<file path="src/rtl/spi_frame_guard.sv">
// Header-checked frame loader with arming and watchdog fallback to an all-zero safe frame.
// Optional build macro FRAME_GUARD_STICKY_EN makes the TIMEOUT state terminal until reset.
module spi_frame_guard #(
    parameter int          FRAME_BITS     = 400,
    parameter logic [31:0] HEADER         = 32'h74697277,
    parameter int          TIMEOUT_CYCLES = 5000000,
    parameter int          ARM_FRAMES     = 2
) (
    input  logic                  sysclk,
    input  logic                  rst,
    input  logic [FRAME_BITS-1:0] rx_data,
    input  logic                  frame_stb,
    output logic [FRAME_BITS-1:0] frame_out,
    output logic                  new_frame,
    output logic                  running,
    output logic                  timeout,
    output logic [15:0]           frame_cnt,
    output logic [7:0]            err_cnt
);

    localparam int WDOG_W = $clog2(TIMEOUT_CYCLES + 1);
    localparam int ARM_W  = $clog2(ARM_FRAMES + 1);
    localparam logic [WDOG_W-1:0] WDOG_LAST = WDOG_W'(TIMEOUT_CYCLES - 1);
    localparam logic [ARM_W-1:0]  ARM_LAST  = ARM_W'(ARM_FRAMES - 1);

    typedef enum logic [1:0] {
        S_IDLE,
        S_RUN,
        S_TIMEOUT
    } state_t;

    state_t            state;
    logic [WDOG_W-1:0] wdog;
    logic [ARM_W-1:0]  arm;
    logic              hdr_ok;
    logic              hdr_bad;
    logic              can_arm;

    function automatic logic [7:0] sat_inc8(input logic [7:0] v);
        return (v == 8'hFF) ? v : v + 8'd1;
    endfunction

    assign hdr_ok  = frame_stb && (rx_data[FRAME_BITS-1 -: 32] == HEADER);
    assign hdr_bad = frame_stb && !hdr_ok;

`ifdef FRAME_GUARD_STICKY_EN
    assign can_arm = (state == S_IDLE);
`else
    assign can_arm = (state == S_IDLE) || (state == S_TIMEOUT);
`endif

    always_ff @(posedge sysclk or posedge rst) begin
        if (rst) begin
            state     <= S_IDLE;
            frame_out <= '0;
            new_frame <= 1'b0;
            running   <= 1'b0;
            timeout   <= 1'b0;
            wdog      <= '0;
            arm       <= '0;
        end else begin
            new_frame <= 1'b0;
            case (state)
                S_RUN: begin
                    // A frame arriving on the expiry cycle takes priority over the timeout.
                    if (hdr_ok) begin
                        frame_out <= rx_data;
                        new_frame <= 1'b1;
                        wdog      <= '0;
                    end else if (wdog == WDOG_LAST) begin
                        frame_out <= '0;
                        wdog      <= '0;
                        state     <= S_TIMEOUT;
                        running   <= 1'b0;
                        timeout   <= 1'b1;
                    end else begin
                        wdog <= wdog + WDOG_W'(1);
                    end
                end
                default: begin
                    if (hdr_ok && can_arm) begin
                        if (arm == ARM_LAST) begin
                            frame_out <= rx_data;
                            new_frame <= 1'b1;
                            arm       <= '0;
                            wdog      <= '0;
                            state     <= S_RUN;
                            running   <= 1'b1;
                            timeout   <= 1'b0;
                        end else begin
                            arm <= arm + ARM_W'(1);
                        end
                    end else if (hdr_bad) begin
                        arm <= '0;
                    end
                end
            endcase
        end
    end

    always_ff @(posedge sysclk or posedge rst) begin
        if (rst) begin
            frame_cnt <= '0;
            err_cnt   <= '0;
        end else begin
            if (hdr_ok)
                frame_cnt <= frame_cnt + 16'd1;
            if (hdr_bad)
                err_cnt <= sat_inc8(err_cnt);
        end
    end

endmodule
</file>
<file path="config.mk">
export PLATFORM = sky130hd
export DESIGN_NAME = spi_frame_guard
export DESIGN_NICKNAME = d
export VERILOG_FILES = /design/src/rtl/spi_frame_guard.sv
export SDC_FILE = /design/constraint.sdc
export NUM_CORES = 1
export LEC_CHECK = 0
export BUFFER_PORTS_ARGS = -buffer_cell sky130_fd_sc_hd__buf_4
export CAP_MARGIN = 20
export CORE_AREA = 2 2 321 323
export CTS_BUF_LIST = sky130_fd_sc_hd__clkbuf_2 sky130_fd_sc_hd__clkbuf_4 sky130_fd_sc_hd__clkbuf_8
export CTS_CLUSTER_DIAMETER = 60
export DETAILED_ROUTE_END_ITERATION = 10
export DIE_AREA = 0 0 323 325
export GPL_TIMING_DRIVEN = 1
export PLACE_DENSITY = 0.47
export RECOVER_POWER = 25
export SLEW_MARGIN = 15
export SYNTH_ARGS = -nofsm -noshare
export SYNTH_HDL_FRONTEND = slang
export SYNTH_SLANG_ARGS = --single-unit
</file>
<file path="constraint.sdc">
create_clock -name sysclk -period 22.8 [get_ports sysclk]
set_clock_uncertainty 0.15 [all_clocks]
set_input_delay 2.28 -clock sysclk [delete_from_list [all_inputs] [get_ports sysclk]]
set_output_delay 2.28 -clock sysclk [all_outputs]
set_load 0.05 [all_outputs]
</file>
==> out/qor.yml <==
clock_network:
  clk_path_buf_depth: 3
  cts.sinks: 452
  clk_pin_slew_ps: 50
  cts_setup_buffers: 0
  ctsResizeCount: 0
  cts_root_buf: "clkbuf_8"
  ctsHoldBuffers: 0
  cts_tree: "yes"
  clk_latency_ps: 690
  numCtsBuffers: 88
  htreeDepth: 3
worst_setup_path:
  critPathCaptureType: "asynchronous set/reset pin"
  worstSetupPathType: "in -> async"
  cp-startpoint: "rst"
  endpoint: "frame_out[384]$_DFFE_PP0P_"
  arrival_ps: 8760
  critPathLaunchType: "input port"
  cp_max_fo: 152
  rr_endpoint: "frame_out[351]$_DFFE_PP0P_"
  cp.required_ps: 23310
  r2r_cells: 9
  r2r_slack_ps: 19040
  r2r_start: "wdog[0]$_DFFE_PP0P_"
power:
  p_int_uw: 1384
  p_comb_frac: 0.065
  p_clk_frac: 0.488
  leakagePower_uw: 0.01320
  p_sw_frac: 0.2429
  switchingPower_uw: 444.2
  power_density_nw_per_um2: 70.21
  ir_drop_mv: 0.03529
  p_seq_frac: 0.447
global_route:
  track_usage: 0.1212
  grt_max_degree: 153
  grt_pass1_wl_um: 96990
  grt-ovfl-total: 0
  antenna_found_initial: 4
  grt_pass1_vias: 15025
yosys:
  yosysSeqAreaShare: 0.6757
  syn_area_sq_um: 16740
  synth_area_leaders: "dfrtp_1, a22o_1, buf_2"
  syn_area_per_cell_sq_um: 14.22
  synth_compound_area_frac: 0.2256
  syn-num-nets: 1583
  synth_top_area_share: 0.6757
  yosys_warnings: 0
  synth_top_family_by_area: "compound AO/OA/AOI/OAI gates"
  ys_seq_elements: 452
  synthMuxAreaShare: 0.001345
  synthAdderAreaFrac: 0.002242
  syn_inst: 1177
  synthFlopType: "dfrtp_1"
  yosys.cell_types.count: 48
  synth_xor_area_frac: 0.01151
  synth-async-reset-ratio: 1.000
  synth-edff-count: 0
  yosysTopAreaCell: "dfrtp_1"
  synthSimpleGateAreaFrac: 0.05419
timing:
  slew_viol_final: 227
  min_period_over_period: 0.3620
  rsz0062_at_grt: "no"
  slew_headroom: -2.217
  min_period_ps: 8253
  timing.hold.ws_ps: 324.6
  finalHoldViolations: 0
  finalSetupViolations: 0
  fmax_mhz: 121.2
  setup_tns_ps: 0
  tightest_slew_ps: 4800
status:
  failed_checks: "max-capacitance violations, max-slew violations"
  status: "finished with violations"
routing:
  met3WireLength_um: 5745
  vias: 13991
  viasPerCell: 4.042
  dr.pass1.iters: 4
  drt.antenna.violating_nets: 0
  wl_per_cell_um: 19.35
  top_layer: "met4"
  wl_met1_um: 26910
  drc: 0
  routed_wl_um: 66980
  route.met2.wl_um: 32560
  first_iter_violations: 788
floorplan:
  rows: 117
  die_y_um: 325
  die_w_um: 323
  core_area_sq_um: 101300
  die-area_sq_um: 105000
  initial_core_util: 0.1652
  pin_count: 830
final_layout:
  final_util: 0.2571
  nNetsFinal: 2427
  fin_cells: 3461
  syn_to_final_growth_pct: 55.59
  fillCellCount: 10800
  drive_gt1_frac: 0.4407
placed_design:
  routabilityCongestion: 0.8025
  dp_cells: 3296
  dp_hpwl_um: 48690
  io_buffers: 829
min_path:
  hold_path.class: "reg -> reg"
job:
  max-cap-violations: 3
[registers in the layout, indices dropped and copies added, names as in the netlist]
register	cells
frame_out	400
wdog	23
frame_cnt	16
err_cnt	8
arm	2
new_frame	1
state	1
timeout	1
[layout make-up]
cell class                 instances  area [sq um]  area share
antenna                            3         7.507   0.0002882
clock buffer                     130          1664     0.06389
inverter                           8         31.28    0.001201
clock inverter                    29         295.3     0.01134
sequential                       452         11310      0.4343
multi-input combinational        621          4931      0.1893
tap                             1368          1712     0.06572
timing repair buffer             850          6093      0.2340
[cell usage after synthesis, types with 4 or more instances]
| cell | instances |
|---|---|
| a21o_1 | 19 |
| a21oi_1 | 13 |
| a22o_1 | 372 |
| a31oi_1 | 5 |
| and2_1 | 15 |
| and3_1 | 14 |
| and4_1 | 6 |
| buf_2 | 82 |
| clkbuf_1 | 14 |
| dfrtp_1 | 452 |
| inv_1 | 8 |
| nand2_1 | 27 |
| nand3_1 | 12 |
| nand4_1 | 16 |
| nor2_1 | 12 |
| nor3_1 | 7 |
| nor3b_1 | 4 |
| nor4_1 | 6 |
| nor4bb_1 | 4 |
| o21ai_0 | 8 |
| o22a_1 | 7 |
| o31ai_1 | 5 |
| or4_1 | 10 |
| xnor2_1 | 16 |
| xor2_1 | 6 |
[layer usage]
| layer | vias to the layer above | track usage |
|---|---|---|
| li1 | 6257 | - |
| met1 | 7032 | 0.1422 |
| met2 | 602 | 0.2029 |
| met3 | 100 | 0.03960 |
| met4 | 0 | 0.04904 |
| met5 | - | 0 |
[worst min-delay path by stage]
| stage | startpoint | endpoint | cells after the start |
|---|---|---|---|
| after floorplan | arm[0]$_DFFE_PP0P_ | arm[0]$_DFFE_PP0P_ | 1 |
| after global placement | frame_out[370]$_DFFE_PP0P_ | frame_out[370]$_DFFE_PP0P_ | 1 |
| after detailed placement | frame_out[397]$_DFFE_PP0P_ | frame_out[397]$_DFFE_PP0P_ | 1 |
| after CTS | frame_cnt[15]$_DFFE_PP0N_ | frame_cnt[15]$_DFFE_PP0N_ | 1 |
| after global routing | frame_out[397]$_DFFE_PP0P_ | frame_out[397]$_DFFE_PP0P_ | 1 |
| final | frame_cnt[15]$_DFFE_PP0N_ | frame_cnt[15]$_DFFE_PP0N_ | 1 |
[power groups by stage]
stage	clock network (uW)	logic [uW]	registers (uW)
floorplan	0	21.7	850
global placement	0	120	831
detailed placement	0	121	831
CTS	933	121	817
global route	970	128	818
finish	893	119	817
[cells in the final DEF (no fill, tap or decap), types with 13 or more instances in the layout]
cell,Yosys,final
xnor2_1,16,16
clkbuf_4,0,22
and3_1,14,14
a22o_1,372,372
dfrtp_1,452,452
nand2_1,27,27
nand4_1,16,16
clkinv_2,0,13
and2_1,15,15
buf_4,0,748
a21oi_1,13,13
clkbuf_8,0,110
a21o_1,19,19
clkbuf_1,14,96
[worst max-delay path, stage by stage]
cell        delay, ps
clkbuf_4          110
clkinvlp_2       2630
clkbuf_1         2800
buf_12            520
[cells by family after synthesis]
family,count (synthesis)
flops,452
compound gates,445
simple gates,149
buf+inv,104
xor+xnor,22
fa+ha+maj,3
mux,2
[stage by stage]
step / cell area (sq um) / setup slack (ps) / total power, uW
2_1_floorplan: 16740 / 7771 / 872.1
3_3_place_gp: 24380 / 16690 / 951.2
3_5_place_dp: 24380 / 16500 / 952.6
4_1_cts: 26340 / 17320 / 1872
5_1_grt: 26040 / 13200 / 1917
6_report: 26050 / 14550 / 1829
Power figures use the tool's default switching activity.
